**config.mk**
```make
export PLATFORM = sky130hd
export DESIGN_NAME = panel_scanner_flat
export DESIGN_NICKNAME = d
export VERILOG_FILES = /design/src/rtl/panel_pkg.sv /design/src/rtl/panel_scanner_if.sv /design/src/rtl/panel_debounce.sv /design/src/rtl/panel_scanner.sv /design/src/flat_wrapper.sv
export SDC_FILE = /design/constraint.sdc
export NUM_CORES = 1
export LEC_CHECK = 0
export CAP_MARGIN = 40
export CORE_ASPECT_RATIO = 1.75
export CORE_MARGIN = 3
export CORE_UTILIZATION = 40
export CTS_CLUSTER_DIAMETER = 30
export DETAILED_ROUTE_END_ITERATION = 16
export HOLD_SLACK_MARGIN = 0.06
export MAX_ROUTING_LAYER = met4
export PLACE_DENSITY = 0.61
export RECOVER_POWER = 25
export SETUP_SLACK_MARGIN = 0.02
export SYNTH_ARGS = -nofsm -noshare
export SYNTH_HDL_FRONTEND = slang
export SYNTH_SLANG_ARGS = --single-unit
```
**constraint.sdc**
```tcl
create_clock -name clk -period 2.5 [get_ports clk]
set_input_delay 0.25 -clock clk [delete_from_list [all_inputs] [get_ports clk]]
set_output_delay 0.25 -clock clk [all_outputs]
set_load 0.1 [all_outputs]
```
**src/rtl/panel_pkg.sv**
```systemverilog
// Shared types and helpers for the front-panel scanner.
//   phase_t : scan phase of the row multiplexer
//   cnt_w   : bit width needed to count 0..n-1 (never less than 1)
package panel_pkg;

    typedef enum logic [1:0] {
        LED_BLANK = 2'd0,
        LED_DRIVE = 2'd1,
        SW_BLANK  = 2'd2,
        SW_SETTLE = 2'd3
    } phase_t;

    function automatic int cnt_w(input int n);
        return (n > 1) ? $clog2(n) : 1;
    endfunction

endpackage

```
**src/rtl/panel_scanner_if.sv**
```systemverilog
// Panel-side bundle of the scanner: indicator/switch data toward the core
// and the multiplexed row/column pins toward the top-level I/O.
//   master : the scanner (drives rows, columns, sw_state, strobes)
//   slave  : the environment (drives led_data, lamp_test, col_in)
interface panel_scanner_if #(
    parameter int COLS     = 12,
    parameter int LED_ROWS = 8,
    parameter int SW_ROWS  = 3
);
    logic [LED_ROWS*COLS-1:0] led_data;
    logic                     lamp_test;
    logic [LED_ROWS-1:0]      led_row;
    logic [SW_ROWS-1:0]       sw_row;
    logic [COLS-1:0]          col_out;
    logic                     col_oe;
    logic [COLS-1:0]          col_in;
    logic [SW_ROWS*COLS-1:0]  sw_state;
    logic                     frame_done;
    logic                     sw_changed;

    modport master (
        input  led_data, lamp_test, col_in,
        output led_row, sw_row, col_out, col_oe, sw_state, frame_done, sw_changed
    );

    modport slave (
        output led_data, lamp_test, col_in,
        input  led_row, sw_row, col_out, col_oe, sw_state, frame_done, sw_changed
    );
endinterface

```
**src/rtl/panel_debounce.sv**
```systemverilog
// Vectorised multi-frame switch debounce.
//   clk, rst : clock, synchronous active-high reset
//   raw      : switch sample for the frame just completed
//   strobe   : one-cycle frame-end strobe; raw is only looked at here
//   state    : debounced value, updates the cycle after strobe
//   changed  : registered pulse coincident with any state update
// A bit flips once raw has disagreed with state on DEB_FRAMES consecutive
// strobes; any agreeing strobe restarts the count.
module panel_debounce
    import panel_pkg::*;
#(
    parameter int WIDTH      = 1,
    parameter int DEB_FRAMES = 4
) (
    input  logic             clk,
    input  logic             rst,
    input  logic [WIDTH-1:0] raw,
    input  logic             strobe,
    output logic [WIDTH-1:0] state,
    output logic             changed
);
    localparam int DW = cnt_w(DEB_FRAMES + 1);
    // count value at which the next disagreeing frame completes the run
    localparam logic [DW-1:0] DEB_LAST = DW'(DEB_FRAMES - 1);

    logic [WIDTH-1:0][DW-1:0] cnt;
    logic [WIDTH-1:0]         flip;

    always_comb begin
        flip = '0;
        for (int b = 0; b < WIDTH; b++)
            flip[b] = strobe && (raw[b] != state[b]) && (cnt[b] == DEB_LAST);
    end

    always_ff @(posedge clk) begin
        if (rst) begin
            cnt     <= '0;
            state   <= '0;
            changed <= 1'b0;
        end else begin
            changed <= |flip;
            if (strobe) begin
                for (int b = 0; b < WIDTH; b++) begin
                    if (raw[b] == state[b]) begin
                        cnt[b] <= '0;
                    end else if (flip[b]) begin
                        cnt[b]   <= '0;
                        state[b] <= ~state[b];
                    end else begin
                        cnt[b] <= cnt[b] + 1'b1;
                    end
                end
            end
        end
    end
endmodule

```
**src/rtl/panel_scanner.sv**
```systemverilog
// Front-panel scanner: time-multiplexes LED rows and switch rows over one
// shared column bus.
//   clk, rst : clock, synchronous active-high reset
//   bus      : panel_scanner_if master (led_data/lamp_test/col_in in;
//              led_row/sw_row/col_out/col_oe/sw_state/frame_done/sw_changed out)
// Frame: per LED row BLANK then DRIVE, then per switch row BLANK then SETTLE.
// Column pins sink current, so a lit LED is a 0 on col_out. Pin outputs are
// a decode of the registered phase/row so rows never overlap.
module panel_scanner
    import panel_pkg::*;
#(
    parameter int COLS       = 12,
    parameter int LED_ROWS   = 8,
    parameter int SW_ROWS    = 3,
    parameter int BLANK_CYC  = 16,
    parameter int DWELL_CYC  = 4096,
    parameter int SETTLE_CYC = 256,
    parameter int DEB_FRAMES = 4
) (
    input  logic            clk,
    input  logic            rst,
    panel_scanner_if.master bus
);
    localparam int MAX_BD  = (BLANK_CYC > DWELL_CYC) ? BLANK_CYC : DWELL_CYC;
    localparam int MAX_CYC = (MAX_BD > SETTLE_CYC) ? MAX_BD : SETTLE_CYC;
    localparam int CW      = cnt_w(MAX_CYC);
    localparam int RW      = cnt_w((LED_ROWS > SW_ROWS) ? LED_ROWS : SW_ROWS);

    localparam logic [CW-1:0] BLANK_LAST  = CW'(BLANK_CYC - 1);
    localparam logic [CW-1:0] DWELL_LAST  = CW'(DWELL_CYC - 1);
    localparam logic [CW-1:0] SETTLE_LAST = CW'(SETTLE_CYC - 1);
    localparam logic [RW-1:0] LED_LAST    = RW'(LED_ROWS - 1);
    localparam logic [RW-1:0] SW_LAST     = RW'(SW_ROWS - 1);

    phase_t          phase, phase_nx;
    logic [RW-1:0]   row, row_nx;
    logic [CW-1:0]   cnt, cnt_nx;
    logic            phase_end;

    logic [LED_ROWS-1:0][COLS-1:0] snap;
    logic [COLS-1:0]               snap_row;
    logic                          lamp_lat;
    logic                          lamp_on;

    logic [SW_ROWS-1:0][COLS-1:0]  raw;
    logic [SW_ROWS-1:0][COLS-1:0]  raw_frame;
    logic                          sample;
    logic                          frame_end;

    logic [SW_ROWS*COLS-1:0]       sw_state_q;
    logic                          sw_chg_q;

    // ---------------- scan FSM ----------------
    always_ff @(posedge clk) begin
        if (rst) begin
            phase <= LED_BLANK;
            row   <= '0;
            cnt   <= '0;
        end else begin
            phase <= phase_nx;
            row   <= row_nx;
            cnt   <= cnt_nx;
        end
    end

    always_comb begin
        phase_nx  = phase;
        row_nx    = row;
        cnt_nx    = cnt + 1'b1;
        phase_end = 1'b0;
        case (phase)
            LED_BLANK, SW_BLANK: phase_end = (cnt == BLANK_LAST);
            LED_DRIVE:           phase_end = (cnt == DWELL_LAST);
            SW_SETTLE:           phase_end = (cnt == SETTLE_LAST);
            default:             phase_end = 1'b1;
        endcase
        if (phase_end) begin
            cnt_nx = '0;
            case (phase)
                LED_BLANK: phase_nx = LED_DRIVE;
                LED_DRIVE: begin
                    if (row == LED_LAST) begin
                        row_nx   = '0;
                        phase_nx = SW_BLANK;
                    end else begin
                        row_nx   = row + 1'b1;
                        phase_nx = LED_BLANK;
                    end
                end
                SW_BLANK:  phase_nx = SW_SETTLE;
                SW_SETTLE: begin
                    if (row == SW_LAST) begin
                        row_nx   = '0;
                        phase_nx = LED_BLANK;
                    end else begin
                        row_nx   = row + 1'b1;
                        phase_nx = SW_BLANK;
                    end
                end
                default: begin
                    row_nx   = '0;
                    phase_nx = LED_BLANK;
                end
            endcase
        end
    end

    // ---------------- datapath ----------------
    assign sample    = (phase == SW_SETTLE) && phase_end;
    assign frame_end = sample && (row == SW_LAST);

    // Raw image including the row being sampled this cycle, so the debounce
    // sees the complete frame on the frame-end strobe.
    always_comb begin
        raw_frame = raw;
        for (int s = 0; s < SW_ROWS; s++)
            if (sample && row == RW'(s))
                raw_frame[s] = bus.col_in;
    end

    always_ff @(posedge clk) begin
        if (rst) begin
            snap     <= '0;
            lamp_lat <= 1'b0;
            raw      <= '0;
        end else begin
            // frame-coherent copy taken on the very first cycle of the frame
            if (phase == LED_BLANK && row == '0 && cnt == '0)
                snap <= bus.led_data;
            if (phase == LED_DRIVE && cnt == '0)
                lamp_lat <= bus.lamp_test;
            if (sample)
                raw <= raw_frame;
        end
    end

    always_comb begin
        snap_row = '0;
        for (int i = 0; i < LED_ROWS; i++)
            if (row == RW'(i))
                snap_row = snap[i];
    end

    // lamp_test is taken on the first drive cycle and held for the phase
    assign lamp_on = (cnt == '0) ? bus.lamp_test : lamp_lat;

    // ---------------- pin decode ----------------
    always_comb begin
        bus.led_row = '0;
        bus.sw_row  = '0;
        bus.col_oe  = 1'b0;
        bus.col_out = '1;
        case (phase)
            LED_DRIVE: begin
                for (int i = 0; i < LED_ROWS; i++)
                    bus.led_row[i] = (row == RW'(i));
                bus.col_oe  = 1'b1;
                bus.col_out = lamp_on ? '0 : ~snap_row;
            end
            SW_SETTLE: begin
                for (int s = 0; s < SW_ROWS; s++)
                    bus.sw_row[s] = (row == RW'(s));
            end
            default: ;
        endcase
    end

    assign bus.frame_done = frame_end;

    panel_debounce #(
        .WIDTH     (SW_ROWS * COLS),
        .DEB_FRAMES(DEB_FRAMES)
    ) u_deb (
        .clk    (clk),
        .rst    (rst),
        .raw    (raw_frame),
        .strobe (frame_end),
        .state  (sw_state_q),
        .changed(sw_chg_q)
    );

    assign bus.sw_state   = sw_state_q;
    assign bus.sw_changed = sw_chg_q;
endmodule
```
**src/flat_wrapper.sv**
```systemverilog
// flat-port wrapper written by rule: the top's interface ports become plain ports
module panel_scanner_flat import panel_pkg::*;
#(
    parameter int COLS       = 12,
    parameter int LED_ROWS   = 8,
    parameter int SW_ROWS    = 3,
    parameter int BLANK_CYC  = 16,
    parameter int DWELL_CYC  = 4096,
    parameter int SETTLE_CYC = 256,
    parameter int DEB_FRAMES = 4
)
  (clk, rst, bus_led_data, bus_lamp_test, bus_col_in, bus_led_row, bus_sw_row, bus_col_out, bus_col_oe, bus_sw_state, bus_frame_done, bus_sw_changed);
  panel_scanner_if #(.COLS(COLS), .LED_ROWS(LED_ROWS), .SW_ROWS(SW_ROWS)) bus_i ();
  input  logic clk;
  input  logic rst;
  input wire logic [$bits(bus_i.led_data)-1:0] bus_led_data;
  input wire logic [$bits(bus_i.lamp_test)-1:0] bus_lamp_test;
  input wire logic [$bits(bus_i.col_in)-1:0] bus_col_in;
  output wire logic [$bits(bus_i.led_row)-1:0] bus_led_row;
  output wire logic [$bits(bus_i.sw_row)-1:0] bus_sw_row;
  output wire logic [$bits(bus_i.col_out)-1:0] bus_col_out;
  output wire logic [$bits(bus_i.col_oe)-1:0] bus_col_oe;
  output wire logic [$bits(bus_i.sw_state)-1:0] bus_sw_state;
  output wire logic [$bits(bus_i.frame_done)-1:0] bus_frame_done;
  output wire logic [$bits(bus_i.sw_changed)-1:0] bus_sw_changed;
  assign bus_i.led_data = bus_led_data;
  assign bus_i.lamp_test = bus_lamp_test;
  assign bus_i.col_in = bus_col_in;
  assign bus_led_row = bus_i.led_row;
  assign bus_sw_row = bus_i.sw_row;
  assign bus_col_out = bus_i.col_out;
  assign bus_col_oe = bus_i.col_oe;
  assign bus_sw_state = bus_i.sw_state;
  assign bus_frame_done = bus_i.frame_done;
  assign bus_sw_changed = bus_i.sw_changed;
  panel_scanner #(.COLS(COLS), .LED_ROWS(LED_ROWS), .SW_ROWS(SW_ROWS), .BLANK_CYC(BLANK_CYC), .DWELL_CYC(DWELL_CYC), .SETTLE_CYC(SETTLE_CYC), .DEB_FRAMES(DEB_FRAMES)) u_core (.clk(clk), .rst(rst), .bus(bus_i));
endmodule
```
======== After elaboration in Yosys (flattened, before gate mapping) ========
Cells that the tools add are included.
word-level totals
  output and inout bits ................... 62
  logic and storage cells ................. 539
  bits of input ports ..................... 111
  bits in registers ....................... 295
cells by class
  reduce and logical (&&, ||, !) cells .... 123
  add/sub/neg operators ................... 38
  bitwise logic cells ..................... 73
  equality and inequality tests ........... 121
  mux-type cells .......................... 96
operator list
  cell                     number
  $mux W3                  75
  $mux W12                 13
  $eq A3 B2 Y1 const B     38
  $add A3 B1 Y3 const B    37
  $reduce_and A3 Y1        36
  $logic_and A1 B1 Y1      79
  $not A1 Y1               72
  $eq A1 B1 Y1             36
  $ne A1 B1 Y1             36
  $reduce_or A36 Y1        1
  $add A12 B1 Y12 const B  1
  $eq A12 B12 Y1 const B   1
  $eq A12 B4 Y1 const B    1
  $eq A12 B8 Y1 const B    1
  $eq A3 B3 Y1 const B     4
  $logic_not A12 Y1        1
  $not A12 Y12             1
  $mux W8                  1
  $pmux W2 S4              1
  $pmux W3 S2              1
  $eq A2 B2 Y1 const B     2
  $mux W2                  2
  $reduce_or A2 Y1         2
  $eq A3 B1 Y1 const B     1
  other kinds (7)          8

======== Longest topological paths before layout ========
Gate-level depths: netlist of the first run.
  depth after elaboration ................. 12
  mapped depth ............................ 11
  gate-level depth less buffers ........... 9

======== Hierarchy ========
Synthesis of the first run repeated with hierarchy kept, for this count alone.
second synthesis, totals
  cells, all modules ...................... 1631
  area, all modules ....................... 13598.0 um^2
modules (own cells, without submodules)
  module          cells each  area an instance (um^2)  instances  seq. area each (um^2)
  panel_scanner   856         6967.9                   1          3002.9
  panel_debounce  775         6630.1                   1          2902.8

======== Worst setup path before layout of the first run ========
OpenSTA, ideal clock, no wires.
  kind .................................... register to register
  from .................................... register u_core.phase[0]
  to ...................................... register u_core.u_deb.cnt[38] (netlist bit)
  slack ................................... -1629 ps
  path buffers ............................ 3
  data arrival time ....................... 3948 ps
  library setup time ...................... 182 ps
  clock period less this slack ............ 4129 ps
  cell stages (with the launch flop) ...... 9
  cell sequence ........................... dfxtp_1 -> buf_1 -> nand2_1 -> nor2_1 -> nand2_1 -> clkinv_1 -> buf_2 -> buf_1 -> a21oi_1
between the ends
  elaborated cells between the ends (all ways) .. 16
  those cells by class .................... eq/ne (5); mux (4); reduce/logical (7)
RTL lines
  item                                              line                  RTL
  start: declaration                                panel_scanner.sv:35   phase_t phase, phase_nx;
  start signal: assignment                          panel_scanner.sv:60   phase <= phase_nx;
  $eq A2 B2 Y1 or $logic_not A2 Y1 (tied branches)  panel_scanner.sv:71   case (phase)
  $reduce_or A2 Y1                                  panel_scanner.sv:71
  $pmux W1 S3                                       panel_scanner.sv:71
  $logic_and A1 B1 Y1 *                             panel_scanner.sv:109  assign sample = (phase == SW_SETTLE) && phase_end;
  $logic_and A1 B1 Y1 *                             panel_scanner.sv:110  assign frame_end = sample && (row == SW_LAST);
  net bus_frame_done                                flat_wrapper.sv:24    output wire logic [$bits(bus_i.frame_done)-1:0] bus_frame_done;
  $logic_and A1 B1 Y1 (2 in series)                 panel_debounce.sv:32  flip[b] = strobe && (raw[b] != state[b]) && (cnt[b] == DEB_LAST);
  $mux W3                                           panel_debounce.sv:46  end else if (flip[b]) begin
  $mux W3                                           panel_debounce.sv:44  if (raw[b] == state[b]) begin
  end signal: indexed assignment                    panel_debounce.sv:50  cnt[b] <= cnt[b] + 1'b1;
  end: declaration                                  panel_debounce.sv:26  logic [WIDTH-1:0][DW-1:0] cnt;
The timed path passes the listed nets; every way through them passes the cells marked *.
A chain may end at the register's enable or synchronous reset.

======== Worst setup path in the final report of the first run ========
  from .................................... register u_core.row[1]
  to ...................................... output bus_col_out[3]
between the ends
  word-level cells in the longest chain between the ends .. 12
  elaborated cells between the ends (all ways) .. 19
  those cells by class .................... eq/ne (7); mux (10); bitwise (1); reduce/logical (1)
ends and longest elaborated chain
  item                      line                  RTL
  start: declaration        panel_scanner.sv:36   logic [RW-1:0] row, row_nx;
  start signal: assignment  panel_scanner.sv:61   row <= row_nx;
  $logic_not A3 Y1          panel_scanner.sv:140  if (row == RW'(i))
  $mux W12 (7 in series)    panel_scanner.sv:140
  $mux W12 *                panel_scanner.sv:140
  $not A12 Y12 *            panel_scanner.sv:158  bus.col_out = lamp_on ? '0 : ~snap_row;
  $mux W12 *                panel_scanner.sv:158
  $mux W12 *                panel_scanner.sv:153  case (phase)
  end: declaration          flat_wrapper.sv:21    output wire logic [$bits(bus_i.col_out)-1:0] bus_col_out;
Mark *: on every way between the ends. The rest lies on a longest branch, timed or not.

==> reports/metrics.cfg, run 1 <==
[route]
detail_route.vias_per_cell=5.32
number_of_vias_in_the_routed_layout=12947
finalWirelength_um=43600
drt.antenna.violating_nets=0
drtPass1Iterations=5
drc=0
wire_per_inst_um=17.9
drt_first_iter_violations=550

[setup_path]
cp_data_arrival_time_ps=2730
critPathMaxFanout=7
ff2ff_path_depth=10
cp_cell_sequence=inv_4, ha_4, nand2b_4, nor2_4, buf_6, buf_6, a221oi_2, o311ai_2, buf_4, o211ai_1, a21oi_2, o21ai_4, buf_12
crit_slowest_cell=dfxtp_4
critical_path.endpoint_type=output pin
worstSetupPathDepth=13
worstSetupStartpointType=flop
worst_path_most_repeated_cell=buf_6
cp_num_buf_inv=5
slowest_delay_ps=380
worst-endpoint-required_ps=2250
worst_path_dominant_cell_family=compound AO/OA/AOI/OAI gates
timing_worst_setup_path_type=reg -> out

[layout]
final-seq-area_sq_um=5690
final-instance-count-excl-fill=2433
num_antenna_cells=0
drive_above_1_share=0.209
n_fill_cell=3021
multiInputGateArea_sq_um=8070
finalCoreUtilization=0.581
num-nets-final=2097
synthToLayoutAreaGrowth_pct=42.2

[timing]
min_period_over_period=1.19
grt_setup_unrepaired=yes
finalSetupTns_ps=-19690
report.final.setup_viol=111
final-max-slew-violation-count=0
finalHoldViolations=0
timing.fmax_mhz=336
tightestPinTransition_ps=1220
timing.final.crit_period_ps=2980
hold_slack_ps=259
worst_slew_margin_rel=0.187
clock-skew-final_ps=16.8
postLayoutSetupSlackWorst_ps=-479

[global_route]
grt_overflow_total=0
top_usage_layer=met2
global_route.usage.met2=0.429
global_route.usage.total=0.237
grt_pass1_vias=12997
grt_max_degree=103
grtUsageMet1=0.243
grt_first_pass_wirelength_um=68500
globalRouteMet3Util=0.0431
antenna_found_initial=0

[floorplan]
coreArea_sq_um=33100
num_rows=88
chipHeight_um=249
die-area_sq_um=36200
io_pins=173
chipWidth_um=145
floorplan.initialDensity=0.409

[logic_synthesis]
synth-async-reset-ratio=0
syn_area_sq_um=13500
postSynthCellCount=1681
synthesis.yosys.warnings=0
synth_enable_flop_cells=0
yosysSeqAreaShare=0.418
synth_cell_type_count=68
synth_area_per_cell_sq_um=8.06
synth.net_count=1837
synth_ff_type=dfxtp_1
ys_ff_latch=283

[run_status]
outcome=finished with violations
violations_in_the_final_reports=negative setup slack

[cts]
cts_made_buffers=51
clock-root-buffer=clkbuf_16
tritoncts_num_sinks=283
tritoncts=done
cts_htree_levels=2
worst_skew_pair.late_latency_ps=550
clkSlewWorstSetupHoldPaths_ps=50
cts_hold_buffers=0
cts-root-to-sink-buffers=3

[place]
place_hpwl_um=30300
io_buffers=172
placedCellCount=2316
place.gp.congestion=0.894

[power]
pwr_density_cell_nw_per_um2=653
power.ir.vdd_worst_mv=0.560
p_total_mw=12.6
power_leakage_nw=7.40

[hold_path]
timing.hold.worst_path_depth=3
worst_hold_path_type=in -> reg

[job]
timing.max_cap.violations=0

-- registers in the layout, summed over array words and instances, names as in the netlist --
register	cells
u_core.u_deb.changed	1
u_core.row	3
u_core.u_deb.state	36
u_core.phase	2
u_core.lamp_lat	1
u_core.raw	24
u_core.u_deb.cnt	108
u_core.cnt	12
u_core.snap	96
-- tightest hold or removal path: stages --
cell and delay (ps):
clkdlybuf4s50_1 400, nand2_1 60, a21oi_1 50
-- kinds of logic (layout without fill, tap and decap cells) --
family / count (synthesis) / count (layout) / share of synthesized area
flops: 283 / 283 / 0.418
mux: 39 / 39 / 0.0294
xor+xnor: 65 / 65 / 0.0426
simple gates: 719 / 719 / 0.259
fa+ha+maj: 45 / 45 / 0.0416
buf+inv: 152 / 454 / 0.0447
compound gates: 378 / 378 / 0.165
-- cell type report --
class / count / share of cell area
Tap cell: 450 / 0.0292
Clock buffer: 68 / 0.0765
Clock inverter: 27 / 0.0130
Multi-Input combinational cell: 1246 / 0.419
Timing Repair Buffer: 325 / 0.160
Sequential cell: 283 / 0.295
Inverter: 34 / 0.00708
-- Yosys cell counts (12+ instances only) --
master,n,area share
a211oi_1,14,0.0078
a21oi_1,229,0.085
a221oi_1,18,0.012
and3b_1,14,0.0091
buf_2,22,0.0081
clkbuf_1,88,0.024
dfxtp_1,283,0.42
ha_1,45,0.042
inv_1,33,0.0091
mux2i_1,36,0.027
nand2_1,299,0.083
nand2b_1,72,0.033
nand3_1,34,0.013
nand4_1,23,0.011
nand4b_1,14,0.0091
nor2_1,156,0.043
nor2b_1,16,0.0074
nor3_1,17,0.0063
nor3b_1,19,0.011
nor4b_1,14,0.0091
o21ai_0,45,0.017
o22ai_1,12,0.0055
o311ai_0,12,0.0078
xnor2_1,57,0.037
-- through the flow --
stage | setup slack [ps] | instance area, sq um
after CTS | -508 | 19000
after global placement | -183 | 16800
after global routing | -593 | 19300
final | -479 | 19300
after floorplan | -10.3 | 13800
after detailed placement | -192 | 16800
-- routing by layer --
layer / vias to the layer above / share of wire
li1: 6364 / -
met1: 6120 / 0.37
met2: 340 / 0.52
met3: 123 / 0.051
met4: 0 / 0.061
met5: - / 0
-- placed cells by master (no fill, tap or decap), types with 7 or more instances in the layout --
master and instances:
clkinv_2 12, clkbuf_2 21, buf_12 34, a211oi_1 13, clkdlybuf4s50_1 109, and3_1 7
nand2b_1 70, dfxtp_1 273, nor2_1 153, o311ai_1 7, ha_1 41, clkbuf_1 27
nor4b_1 11, and3b_1 14, a221oi_2 14, xnor2_2 8, buf_6 12, nand4_1 23
nand3_1 32, nor3b_1 18, o211ai_1 9, inv_1 30, o21ai_4 12, nand2_1 296
clkbuf_16 53, xnor2_1 48, o22ai_1 11, nor3_1 13, mux2i_1 26, nor2b_1 14
buf_4 126, nand4b_1 14, dfxtp_2 7, clkbuf_8 10, a311oi_1 8, o21ai_0 29
a21oi_1 214, a21oi_2 14
-- worst paths after layout --
check	end	startpoint	slack, ps
worst min-delay path	u_core.snap[65]	bus_led_data[65]	260
worst min register to register	u_core.u_deb.cnt[50]	u_core.u_deb.cnt[50]	440
worst max register to register	u_core.u_deb.changed	u_core.cnt[11]	-410
worst max-delay path	bus_col_out[3]	u_core.row[1]	-480
-- repair_timing --
action | CTS | global route
gates resized for setup | 87 | 78
pin swaps | 30 | 50
hold endpoints to repair | 0 | 0
endpoints found under the setup margin | 18 | 97
cloned | 2 | 0
buffers inserted | 17 | 6
-- power breakdown --
group / switching, mW / total [mW] / internal (mW)
logic: 0.522 / 0.954 / 0.432
clock network: 2.41 / 6.86 / 4.45
registers: 0.103 / 4.77 / 4.67
Power figures use the tool's default switching activity.
==> run 2, diff against run 1 <==
- CELL_PAD_IN_SITES_DETAIL_PLACEMENT: unset -> 1
- CELL_PAD_IN_SITES_GLOBAL_PLACEMENT: unset -> 1
- CORE_UTILIZATION: 40 -> 37
- GPL_TIMING_DRIVEN: unset -> 0
- PLACE_DENSITY: 0.61 -> 0.74
==> run 2 against run 1 <==
  * The flow still finishes with violations (negative setup slack)
  * First-iteration DRC count increased by 56%
  * Sequential power increased by 1%
  * Worst hold slack got worse by 94 ps
  * Clock skew increased by 9.6 ps
  * Non-clock buffer count increased by 134
  * Total power increased by 8.0%
  * Critical path depth decreased by 1
  * Clock power increased by 4.8%
  * Cell area increased by 16%
  * Via count increased by 21%
  * Worst setup slack got worse by 430 ps
  * Core utilization increased by 3.7 points
  * Critical endpoint is now bus_col_out[7]
  * Highest routed layer unchanged
==> reports/metrics.cfg, run 2 (synthesis gave the netlist of run 1 again) <==
[timing]
tightestPinTransition_ps=1040
report.final.setup_viol=230
worst_slew_margin_rel=0.308
final-max-slew-violation-count=0
timing.fmax_mhz=294
finalSetupTns_ps=-55240
min_period_over_period=1.36
timing.final.crit_period_ps=3410
postLayoutSetupSlackWorst_ps=-905
clock-skew-final_ps=26.4
finalHoldViolations=0
hold_slack_ps=165
grt_setup_unrepaired=yes

[hold_path]
worst_hold_path_type=in -> reg

[cts]
clkSlewWorstSetupHoldPaths_ps=60
worst_skew_pair.late_latency_ps=570
cts-root-to-sink-buffers=3
tritoncts_num_sinks=283
clock-root-buffer=clkbuf_16
cts_htree_levels=2
cts_made_buffers=51
tritoncts=done

[global_route]
antenna_found_initial=1
grt_first_pass_wirelength_um=91200
global_route.usage.total=0.313
grt_max_degree=13
grt_pass1_vias=15980
grt_overflow_total=0

[place]
placedCellCount=2380
place.gp.congestion=0.954
io_buffers=161
place_hpwl_um=41000

[setup_path]
cp_data_arrival_time_ps=3160
regToRegEndpoint=u_core.u_deb.changed
cp_cell_sequence=buf_6, ha_4, nor2_4, buf_8, buf_12, buf_8, a221oi_4, o311ai_4, o211ai_1, a21oi_2, o21ai_4, buf_12
critical_path.endpoint_type=output pin
crit_slowest_cell=o311ai_4
timing.rr.start=u_core.row[0]
worst-endpoint-required_ps=2250
slowest_delay_ps=400
timing_worst_setup_path_type=reg -> out
setup.worst_path.start=u_core.row[0]
ff2ff_setup_slack_ps=-740
worstSetupStartpointType=flop
ff2ff_path_depth=12
critPathMaxFanout=4
worst_setup_path_endpoint=bus_col_out[7]

[floorplan]
io_pins=173
floorplan.initialDensity=0.376
chipHeight_um=259
coreArea_sq_um=36000
die-area_sq_um=39000
chipWidth_um=151
num_rows=92

[route]
detail_route.vias_per_cell=6.03
finalWirelength_um=72800
drt_first_iter_violations=856
wire_per_inst_um=28.1
drt.antenna.violating_nets=0
number_of_vias_in_the_routed_layout=15605
drtPass1Iterations=5
drc=0

[layout]
largest_register=u_core.u_deb.cnt
largest_register_ffs=108
finalCoreUtilization=0.618
synthToLayoutAreaGrowth_pct=64.4
reg_top3=u_core.u_deb.cnt x108, u_core.snap x96, u_core.u_deb.state x36
layout.cells.most_common=dfxtp_1
final_cell_mix=dfxtp_1 (272), nand2_1 (243), nor2_1 (152)
final-instance-count-excl-fill=2588
num-nets-final=2231
drive_above_1_share=0.319

[run_status]
outcome=finished with violations
violations_in_the_final_reports=negative setup slack

[power]
power.ir.vdd_worst_mv=0.564
power_leakage_nw=8.70
pwr_density_cell_nw_per_um2=610

[job]
timing.max_cap.violations=0

==> run 2: per-stage QoR <==
stage | area [sq um] | total power, mW | setup WS, ps
after global routing | 22300 | 13.9 | -935
after floorplan | 13800 | 5.32 | -10.3
after CTS | 20300 | 12.9 | -766
final | 22300 | 13.6 | -905
after detailed placement | 17000 | 5.79 | -1560
after global placement | 16000 | 5.75 | -1950
==> run 2: worst min-delay path by stage <==
stage,to,depth (start not counted),start
2_1_floorplan,u_core.raw[21],2,bus_col_in[9]
3_3_place_gp,u_core.u_deb.cnt[47],2,u_core.u_deb.cnt[47]
6_report,u_core.cnt[4],3,rst
4_1_cts,u_core.cnt[4],3,rst
5_1_grt,u_core.cnt[4],3,rst
3_5_place_dp,u_core.u_deb.cnt[38],2,u_core.u_deb.cnt[38]
==> run 2: layout make-up <==
class,count,area (sq um)
fillers,3862,13800
multi-input cells,1246,9370
flip-flops and latches,283,5700
repair buffers,344,3770
clock buffers,71,1510
plain buffers,115,942
well taps,470,588
clock inverters,24,236
inverters,34,145
diodes,1,2.50
==> run 2: power by group <==
part	total [mW]	leakage [nW]	switching [mW]	internal (mW)
registers	4.83	2.30	0.171	4.66
clock network	7.19	0.839	2.65	4.54
logic	1.56	5.55	0.879	0.681
==> run 2: per-layer routing <==
| metal | global-route usage | part of all wire | up-vias | wire length [um] |
|---|---|---|---|---|
| li1 | - | - | 6641 | - |
| met1 | 0.289 | 0.32 | 7636 | 23300 |
| met2 | 0.580 | 0.51 | 866 | 37400 |
| met3 | 0.0449 | 0.062 | 462 | 4500 |
| met4 | 0.212 | 0.10 | 0 | 7620 |
| met5 | - | 0 | - | 0 |
==> run 2: what timing repair did <==
item,CTS,global route
pin swaps,58,168
hold buffers,0,0
resized for setup,300,388
setup buffers,60,69
endpoints found under the setup margin,281,229
cloned,1,10
==> run 2: critical path: cells and delay by family (launching register included) <==
| kind | cells | cell delay, ps |
|---|---|---|
| AO/OA/AOI/OAI | 5 | 1150 |
| AND/OR/NAND/NOR | 1 | 220 |
| flip-flops | 1 | 360 |
| buffers and inverters | 5 | 670 |
| adder cells (fa/ha/maj) | 1 | 170 |
